[config.mk]
export PLATFORM = sky130hd
export DESIGN_NAME = ann_cascade_sequencer
export DESIGN_NICKNAME = d
export VERILOG_FILES = /design/src/rtl/ann_cascade_sequencer.sv
export SDC_FILE = /design/constraint.sdc
export NUM_CORES = 1
export LEC_CHECK = 0
export BUFFER_PORTS_ARGS = -buffer_cell sky130_fd_sc_hd__buf_2
export CAP_MARGIN = 10
export CORE_UTILIZATION = 44
export DETAILED_ROUTE_END_ITERATION = 10
export PLACE_DENSITY = 0.61
export SYNTH_ARGS = -nofsm -noshare
export SYNTH_HDL_FRONTEND = slang
export SYNTH_SLANG_ARGS = --single-unit
[constraint.sdc]
create_clock -name iClk -period 15.29 [get_ports iClk]
set_input_delay 4.587 -clock iClk [delete_from_list [all_inputs] [get_ports iClk]]
set_output_delay 4.587 -clock iClk [all_outputs]
set_load 0.05 [all_outputs]
[src/rtl/ann_cascade_sequencer.sv]
// Cascade-classifier sequencer: walks the configured stages of a neural
// cascade. For each stage it streams the feature beats to the MAC lanes,
// drains the MAC pipeline, requests one activation per hidden neuron and
// then asks the threshold unit for a verdict. A failing verdict rejects the
// window early. A stage whose feature count is zero is skipped.
module ann_cascade_sequencer #(
  parameter int N_MAC     = 20,
  parameter int N_STAGE   = 12,
  parameter int FEAT_W    = 7,
  parameter int ADDR_W    = 10,
  parameter int FLUSH_LAT = 2,
  localparam int LW = $clog2(N_MAC + 1),
  localparam int SW = $clog2(N_STAGE)
) (
  input  logic              iClk,
  input  logic              iReset,
  input  logic              iStart,
  input  logic              iCfg_we,
  input  logic [SW-1:0]     iCfg_stage,
  input  logic [FEAT_W-1:0] iCfg_feat,
  input  logic [LW-1:0]     iCfg_hid,
  output logic              oBusy,
  output logic [FEAT_W-1:0] oFeat_addr,
  output logic [ADDR_W-1:0] oWeight_addr,
  output logic [N_MAC-1:0]  oMac_en,
  output logic              oMac_clear,
  output logic              oMac_last,
  output logic              oAct_req,
  output logic [LW-1:0]     oAct_sel,
  input  logic              iAct_valid,
  output logic              oThr_req,
  input  logic              iThr_valid,
  input  logic              iThr_pass,
  output logic [SW-1:0]     oStage,
  output logic              oDone,
  output logic              oPass
);

  // Flush counter only needs to reach FLUSH_LAT-1.
  localparam int FLW = (FLUSH_LAT > 1) ? $clog2(FLUSH_LAT) : 1;

  typedef enum logic [2:0] {
    S_IDLE,
    S_FEAT,
    S_FLUSH,
    S_HID,
    S_THR,
    S_DONE
  } state_t;

  state_t              state_q, state_d;
  logic [SW-1:0]       stage_q, stage_d;
  logic [FEAT_W-1:0]   feat_cnt_q, feat_cnt_d;
  logic [LW-1:0]       hid_cnt_q, hid_cnt_d;
  logic [FLW-1:0]      flush_cnt_q, flush_cnt_d;
  logic [ADDR_W-1:0]   waddr_q, waddr_d;
  logic                pass_q, pass_d;

  logic [FEAT_W-1:0]   cfg_feat_q [N_STAGE];
  logic [LW-1:0]       cfg_hid_q  [N_STAGE];

  logic [FEAT_W-1:0]   cur_feat;
  logic [LW-1:0]       cur_hid;
  logic                last_stage;
  logic                beat;
  logic                cfg_stage_ok;

  // Saturate a requested hidden-neuron count to the physical lane count.
  function automatic logic [LW-1:0] hid_clamp(input logic [LW-1:0] h);
    return (h > LW'(N_MAC)) ? LW'(N_MAC) : h;
  endfunction

  // Thermometer mask enabling the lowest h lanes.
  function automatic logic [N_MAC-1:0] lane_mask(input logic [LW-1:0] h);
    logic [N_MAC-1:0] m;
    for (int i = 0; i < N_MAC; i++) begin
      m[i] = (i < int'(h));
    end
    return m;
  endfunction

  assign cur_feat     = cfg_feat_q[stage_q];
  assign cur_hid      = cfg_hid_q[stage_q];
  assign last_stage   = (stage_q == SW'(N_STAGE - 1));
  assign cfg_stage_ok = ({1'b0, iCfg_stage} < (SW + 1)'(N_STAGE));

  // Stage configuration table; only writable while the sequencer is idle.
  always_ff @(posedge iClk or posedge iReset) begin
    if (iReset) begin
      for (int s = 0; s < N_STAGE; s++) begin
        cfg_feat_q[s] <= '0;
        cfg_hid_q[s]  <= '0;
      end
    end else if (iCfg_we && (state_q == S_IDLE) && cfg_stage_ok) begin
      cfg_feat_q[iCfg_stage] <= iCfg_feat;
      cfg_hid_q[iCfg_stage]  <= hid_clamp(iCfg_hid);
    end
  end

  // State register together with the stage, beat, lane and address counters.
  always_ff @(posedge iClk or posedge iReset) begin
    if (iReset) begin
      state_q     <= S_IDLE;
      stage_q     <= '0;
      feat_cnt_q  <= '0;
      hid_cnt_q   <= '0;
      flush_cnt_q <= '0;
      waddr_q     <= '0;
      pass_q      <= 1'b0;
    end else begin
      state_q     <= state_d;
      stage_q     <= stage_d;
      feat_cnt_q  <= feat_cnt_d;
      hid_cnt_q   <= hid_cnt_d;
      flush_cnt_q <= flush_cnt_d;
      waddr_q     <= waddr_d;
      pass_q      <= pass_d;
    end
  end

  // Next-state decisions and all sequencer outputs.
  always_comb begin
    state_d     = state_q;
    stage_d     = stage_q;
    feat_cnt_d  = feat_cnt_q;
    hid_cnt_d   = hid_cnt_q;
    flush_cnt_d = flush_cnt_q;
    waddr_d     = waddr_q;
    pass_d      = pass_q;

    // A FEAT cycle on a stage with no features is a skip, not a beat.
    beat = (state_q == S_FEAT) && (cur_feat != '0);

    unique case (state_q)
      S_IDLE: begin
        if (iStart) begin
          state_d    = S_FEAT;
          stage_d    = '0;
          feat_cnt_d = '0;
          waddr_d    = '0;
          pass_d     = 1'b0;
        end
      end
      S_FEAT: begin
        if (cur_feat == '0) begin
          if (last_stage) begin
            state_d = S_DONE;
            pass_d  = 1'b1;
          end else begin
            stage_d = stage_q + 1'b1;
          end
        end else begin
          waddr_d = waddr_q + 1'b1;
          if (feat_cnt_q == cur_feat - 1'b1) begin
            feat_cnt_d  = '0;
            flush_cnt_d = '0;
            state_d     = S_FLUSH;
          end else begin
            feat_cnt_d = feat_cnt_q + 1'b1;
          end
        end
      end
      S_FLUSH: begin
        if (flush_cnt_q == FLW'(FLUSH_LAT - 1)) begin
          hid_cnt_d = '0;
          state_d   = (cur_hid == '0) ? S_THR : S_HID;
        end else begin
          flush_cnt_d = flush_cnt_q + 1'b1;
        end
      end
      S_HID: begin
        if (iAct_valid) begin
          if (hid_cnt_q == cur_hid - 1'b1) begin
            state_d = S_THR;
          end else begin
            hid_cnt_d = hid_cnt_q + 1'b1;
          end
        end
      end
      S_THR: begin
        if (iThr_valid) begin
          if (!iThr_pass) begin
            state_d = S_DONE;
            pass_d  = 1'b0;
          end else if (last_stage) begin
            state_d = S_DONE;
            pass_d  = 1'b1;
          end else begin
            stage_d    = stage_q + 1'b1;
            feat_cnt_d = '0;
            state_d    = S_FEAT;
          end
        end
      end
      S_DONE: begin
        state_d = S_IDLE;
      end
      default: begin
        state_d = S_IDLE;
      end
    endcase

    oBusy        = (state_q != S_IDLE);
    oFeat_addr   = beat ? feat_cnt_q : '0;
    oWeight_addr = waddr_q;
    oMac_en      = beat ? lane_mask(cur_hid) : '0;
    oMac_clear   = beat && (feat_cnt_q == '0);
    oMac_last    = beat && (feat_cnt_q == cur_feat - 1'b1);
    oAct_req     = (state_q == S_HID);
    oAct_sel     = (state_q == S_HID) ? hid_cnt_q : '0;
    oThr_req     = (state_q == S_THR);
    oStage       = stage_q;
    oDone        = (state_q == S_DONE);
    oPass        = pass_q;
  end

endmodule

==> results.sh, run 1 <==
export IMPL_outcome="completed"
export IMPL_max_clock_path_buffers=2
export IMPL_synth_edf_count=0
export IMPL_nFillCells=1855
export IMPL_final_area_mm2=0.0102
export IMPL_firstDrtPassIters=4
export IMPL_path_common_cell="nand2_1"
export IMPL_crit_chain="buf_4, mux4_1, a211oi_2, ha_1, nand2_1, nor3b_4, nand2_1, nand2b_1, nor2_1, a21o_1, buf_2"
export IMPL_hpwl_um=14700
export IMPL_seqCellArea_mm2=0.00438
export IMPL_combPwrFrac_pct=50.3
export IMPL_startpoint_type="flip-flop"
export IMPL_critPathSlowestCell="mux4_1"
export IMPL_grt_overflow_total=0
export IMPL_multiInputGateArea_mm2=0.00440
export IMPL_grt_pass1_vias=6575
export IMPL_final_cells=1184
export IMPL_async_flop_share_pct=100
export IMPL_post_cts_buffers=0
export IMPL_cts_tree="built"
export IMPL_place_area_mm2=0.00961
export IMPL_rsz0062_at_grt="false"
export IMPL_die_area_mm2=0.0214
export IMPL_post_route_util_pct=50.0
export IMPL_max_freq_mhz=109
export IMPL_ys_top_cells_by_count="175 x dfrtp_1, 170 x nand2_1, 75 x mux2_2"
export IMPL_vdd_drop_max_mv=0.0866
export IMPL_switching_power_uw=1050
export IMPL_synth_nets=889
export IMPL_max_cap_violations=0
export IMPL_setup_tns_ns=0
export IMPL_path_clk_slew_ns=0.07
export IMPL_cts_num_sinks=175
export IMPL_totalWireLength_um=22200
export IMPL_viasPerCell=5.58
export IMPL_min_path_type="flip-flop to flip-flop"
export IMPL_gp_congestion=0.851
export IMPL_vias=6611
export IMPL_h_tree_depth=4
export IMPL_crit_buf_inv=2
export IMPL_drv_slew=0
export IMPL_ctsResizeCount=0
export IMPL_synth_ff_type="dfrtp_1"
export IMPL_ys_types=73
export IMPL_postCtsHoldBufs=0
export IMPL_yosysMostFrequentCell="dfrtp_1"
export IMPL_powerDensity_mw_per_mm2=233
export IMPL_synth_seq_cells=175
export IMPL_ant_nets=0
export IMPL_cp_required_ns=10.70
export IMPL_clock_power_share_pct=18.2
export IMPL_finalSetupViolCount=0
export IMPL_placed_cells=1152
export IMPL_intPower_uw=1330
export IMPL_r2r_slack_ns=10.70
export IMPL_drc=0
export IMPL_clock_skew_final_ns=0.00778
export IMPL_coreArea_mm2=0.0204
export IMPL_hold_violations=0
export IMPL_post_route_period_util_pct=60.1
export IMPL_die_y_um=146
export IMPL_yosysSeqAreaShare_pct=47.7
export IMPL_grt_max_degree=71
export IMPL_final_nets=933
export IMPL_cpPeakStageDelay_ns=0.65
export IMPL_syn_area_per_cell_um2=10.7
export IMPL_cts_buffers=17
export IMPL_insertion_delay_ns=0.43
export IMPL_synth_area_mm2=0.00918
export IMPL_p_seq_share_pct=31.4
export IMPL_wl_per_cell_um=18.7
export IMPL_finalCriticalPeriod_ns=9.19
export IMPL_cp_arrival_ns=4.60
export IMPL_drtIter0Drc=371
export IMPL_clock_root_buffer="clkbuf_16"
export IMPL_worstRegToRegCells=13
export IMPL_portBuffers=75
export IMPL_rr_startpoint="oStage[0]"
export IMPL_diodes=0
export IMPL_ys_top_cells_by_area="dfrtp_1 48%, mux2_2 9.2%, nand2_1 7.0%"
export IMPL_synth_cells=857
export IMPL_drive_above_1_share_pct=24.3
export IMPL_top_level_ports=76
export IMPL_die_x_um=146
export IMPL_hold_start="cfg_hid_q[5]"
export IMPL_r2r_end="state_q[0]"
export IMPL_synth_top_cell_area_share_pct=47.7
export IMPL_leakage_uw=0.00487
export IMPL_grt_pass1_wl_um=36600
export IMPL_path_class="flip-flop to output port"
export IMPL_initial_core_util_pct=45.1
export IMPL_switching_share_pct=44.0
export IMPL_rows=52
export IMPL_endpoint_kind="output port"
export IMPL_grt_antenna_before_repair=0
export IMPL_timing_hold_ws_ns=0.476
export IMPL_areaGrowthSynthToFinish_pct=11.1
export IMPL_whs_path_depth=2
export IMPL_worstHoldEndpoint="cfg_hid_q[5]"
export IMPL_cp_max_fo=35
export IMPL_relSlewSlack_pct=38.9
export IMPL_synth_top_area_cell="dfrtp_1"
export IMPL_synth_warnings=0
export IMPL_grt_use_total_pct=22.2
export IMPL_critical_path_top_delay_family="simple AND/OR/NAND/NOR gates"
export IMPL_worst_slew_pin_slew_ns=0.914
-- power groups by stage --
stage | clock network [µW] | logic, µW | registers, µW
3_3_place_gp | 0 | 1170 | 752
2_1_floorplan | 0 | 979 | 728
6_report | 433 | 1200 | 747
4_1_cts | 439 | 1200 | 747
5_1_grt | 459 | 1320 | 772
3_5_place_dp | 0 | 1190 | 755
-- how the worst max path moves through the flow --
stage          startpoint            end  slack, ns  cells after the start
2_1_floorplan      iReset  cfg_feat_q[0]       5.96                      1
3_3_place_gp    oStage[0]     oMac_en[8]       6.61                     11
3_5_place_dp    oStage[0]     oMac_en[8]       6.56                     11
4_1_cts         oStage[0]     oMac_en[8]       6.08                     11
5_1_grt         oStage[0]     oMac_en[8]       5.77                     11
6_report        oStage[0]     oMac_en[8]       6.10                     11
-- sequential cells by signal, indices dropped and copies added, names as in the netlist --
register,flops
cfg_feat_q,84
cfg_hid_q,60
feat_cnt_q,7
flush_cnt_q,1
hid_cnt_q,5
oPass,1
oStage,4
oWeight_addr,10
state_q,3
-- final cells by class --
| type | count | area share (%) |
|---|---|---|
| clock inverters | 14 | 1.42 |
| flip-flops and latches | 175 | 43.0 |
| clock buffers | 18 | 4.31 |
| multi-input cells | 608 | 43.2 |
| repair buffers | 79 | 3.98 |
| inverters | 20 | 0.786 |
| well taps | 270 | 3.31 |
-- stage by stage --
step           total power, µW  worst slack, ns
6_report                  2380             6.10
5_1_grt                   2550             5.77
4_1_cts                   2380             6.08
3_5_place_dp              1940             6.56
3_3_place_gp              1920             6.61
2_1_floorplan             1710             5.96
-- routing by layer --
metal / vias to the layer above / track usage, % / wire length [µm]
li1: 3125 / - / -
met3: 26 / 4.41 / 954
met4: 0 / 7.19 / 414
met5: - / 0 / 0
met1: 3299 / 32.1 / 10800
met2: 161 / 33.4 / 9980
-- kinds of logic (layout without fill, tap and decap cells) --
kind of cell	count (synthesis)	in the layout	share of synthesized area [%]
flops	175	175	47.7
buf+inv	74	131	4.28
mux	124	124	19.1
fa+ha+maj	9	9	1.23
compound gates	146	146	10.2
xor+xnor	25	25	2.39
simple gates	304	304	15.1
-- layout by cell type, fill, tap and decap left out, drive strengths merged, types with 9 or more instances in the layout --
cell type and instances:
mux4 28, and2 12, and3 9, a21oi 27
nor2 48, a221oi 9, nand2 170, xnor2 17
mux2 75, nand3 12, inv 28, clkbuf 18
buf 79, ha 9, o21ai 66, mux2i 21
dfrtp 175, nor3 10
-- worst min-delay path, cell delays in order (launching register included) --
cell	delay [ns]
dfrtp_1	0.34
nand2_1	0.05
o21ai_0	0.06
Power figures use the tool's default switching activity.
==> inputs of run 2 (changes only) <==
--- a/config.mk
+++ b/config.mk
@@ -9,7 +9,7 @@
 export CAP_MARGIN = 10
 export CORE_UTILIZATION = 44
 export DETAILED_ROUTE_END_ITERATION = 10
-export PLACE_DENSITY = 0.61
+export PLACE_DENSITY = 0.63
 export SYNTH_ARGS = -nofsm -noshare
 export SYNTH_HDL_FRONTEND = slang
 export SYNTH_SLANG_ARGS = --single-unit
==> constraint.sdc (replaced) <==
create_clock -name iClk -period 7.7 [get_ports iClk]
set_input_delay 2.31 -clock iClk [delete_from_list [all_inputs] [get_ports iClk]]
set_output_delay 2.31 -clock iClk [all_outputs]
set_load 0.05 [all_outputs]
==> results.sh, run 2 (synthesis results as in run 1) <==
export IMPL_max_freq_mhz=148
export IMPL_h_tree_depth=4
export IMPL_r2r_end="state_q[0]"
export IMPL_hpwl_um=15100
export IMPL_postCtsHoldBufs=0
export IMPL_drtIter0Drc=340
export IMPL_cp_arrival_ns=4.47
export IMPL_gp_congestion=0.847
export IMPL_max_clock_path_buffers=2
export IMPL_die_x_um=146
export IMPL_wl_per_cell_um=18.4
export IMPL_drive_above_1_share_pct=24.4
export IMPL_coreArea_mm2=0.0204
export IMPL_cts_tree="built"
export IMPL_die_y_um=146
export IMPL_top_register="cfg_feat_q"
export IMPL_switching_power_uw=2070
export IMPL_setup_tns_ns=0
export IMPL_vias=6516
export IMPL_power_total_uw=4710
export IMPL_cts_buffers=17
export IMPL_grt_antenna_before_repair=0
export IMPL_layout_common_cells="174 x dfrtp_1, 170 x nand2_1, 75 x mux2_2, 75 x buf_2, 66 x o21ai_0"
export IMPL_vdd_drop_max_mv=0.174
export IMPL_path_common_cell="nand2_1"
export IMPL_rsz0062_at_grt="false"
export IMPL_p_seq_share_pct=31.7
export IMPL_post_route_util_pct=50.1
export IMPL_ctsResizeCount=0
export IMPL_mostFrequentLayoutCell="dfrtp_1"
export IMPL_hold_start="cfg_feat_q[83]"
export IMPL_final_nets=937
export IMPL_drc=0
export IMPL_r2r_slack_ns=3.38
export IMPL_firstDrtPassIters=4
export IMPL_top_level_ports=76
export IMPL_critical_path_top_delay_family="simple AND/OR/NAND/NOR gates"
export IMPL_grt_max_degree=83
export IMPL_die_area_mm2=0.0214
export IMPL_clock_power_share_pct=17.9
export IMPL_areaGrowthSynthToFinish_pct=11.2
export IMPL_combPwrFrac_pct=50.5
export IMPL_hold_violations=0
export IMPL_finalSetupViolCount=0
export IMPL_max_cap_violations=0
export IMPL_startpoint_type="flip-flop"
export IMPL_cpPeakStageDelay_ns=0.81
export IMPL_critPathCapture="oMac_en[8]"
export IMPL_viasPerCell=5.48
export IMPL_initial_core_util_pct=45.1
export IMPL_drv_slew=0
export IMPL_powerDensity_mw_per_mm2=462
export IMPL_min_path_type="flip-flop to flip-flop"
export IMPL_post_cts_buffers=0
export IMPL_timing_hold_ws_ns=0.472
export IMPL_clock_skew_final_ns=0.0133
export IMPL_startpoint="oStage[1]"
export IMPL_crit_cells=11
export IMPL_path_clk_slew_ns=0.07
export IMPL_diodes=0
export IMPL_setup_slack_ns=0.921
export IMPL_rr_startpoint="oStage[0]"
export IMPL_critPathSlowestCell="dfrtp_1"
export IMPL_largest_reg_flops=84
export IMPL_cp_required_ns=5.39
export IMPL_ant_nets=0
export IMPL_cts_num_sinks=175
export IMPL_grt_pass1_vias=6663
export IMPL_crit_chain="nor2b_1, a221oi_1, a211oi_2, ha_1, nand2_1, nor3b_4, nand2_1, nand2b_1, nor2_1, a21o_1, buf_2"
export IMPL_place_ws_ns=1.39
export IMPL_grt_use_total_pct=21.6
export IMPL_relSlewSlack_pct=31.2
export IMPL_clock_root_buffer="clkbuf_16"
export IMPL_cp_max_fo=23
export IMPL_endpoint_kind="output port"
export IMPL_leakage_uw=0.00488
export IMPL_outcome="completed"
export IMPL_grt_pass1_wl_um=35900
export IMPL_intPower_uw=2640
export IMPL_worstRegToRegCells=13
export IMPL_grt_overflow_total=0
export IMPL_crit_buf_inv=1
export IMPL_post_route_period_util_pct=88.0
export IMPL_totalWireLength_um=21900
export IMPL_rows=52
export IMPL_finalCriticalPeriod_ns=6.78
export IMPL_portBuffers=75
export IMPL_insertion_delay_ns=0.44
export IMPL_path_class="flip-flop to output port"
export IMPL_switching_share_pct=43.9
export IMPL_worst_slew_pin_slew_ns=1.03
-- run 2: cell types whose count changed in the layout (fill, tap and decap cells not counted), sizes merged --
cell,change
buf,+4
clkbuf,+1
clkinv,+2
clkinvlp,-1
inv,-2
-- run 2: cell type report --
type | instances | area (µm²)
tap | 270 | 338
clock inverter | 13 | 129
fill | 1877 | 10200
multi-input combinational | 608 | 4400
inverter | 20 | 80.1
clock buffer | 19 | 433
sequential | 175 | 4380
timing repair buffer | 83 | 435
-- run 2: worst min path at each step --
stage	end	cells after the start	slack (ns)
CTS	cfg_feat_q[23]	2	0.47
global route	cfg_feat_q[26]	2	0.50
finish	cfg_feat_q[83]	2	0.47
global placement	cfg_feat_q[25]	2	0.45
floorplan	cfg_feat_q[55]	2	0.44
detailed placement	cfg_feat_q[23]	2	0.46
-- run 2: worst reg2reg max path: stages, from the launching register on --
cell and delay, ns:
dfrtp_2 0.68, buf_4 0.35, mux4_1 0.61, and3_1 0.20
a221o_2 0.41, inv_1 0.15, ha_1 0.25, xor2_1 0.20
xnor2_1 0.14, nand3_1 0.11, o31a_1 0.32, a2111o_1 0.45
nor4_1 0.25, a21oi_1 0.10
-- run 2: metrics by stage --
step           instances  instance area, µm²
5_1_grt             1188               10200
2_1_floorplan        857                9180
3_3_place_gp        1156                9640
4_1_cts             1188               10200
3_5_place_dp        1156                9640
6_report            1188               10200
-- run 2: routing by layer --
layer | wire, µm | track usage (%) | vias to the layer above
li1 | - | - | 3123
met1 | 10400 | 30.7 | 3221
met2 | 10100 | 33.6 | 151
met3 | 1030 | 4.09 | 21
met4 | 333 | 6.72 | 0
met5 | 0 | 0 | -
-- run 2: power by group through the flow --
stage          registers (µW)  logic, µW  clock network, µW
2_1_floorplan            1450       1940                  0
3_3_place_gp             1500       2340                  0
3_5_place_dp             1510       2370                  0
4_1_cts                  1490       2380                852
5_1_grt                  1540       2610                890
6_report                 1490       2380                842
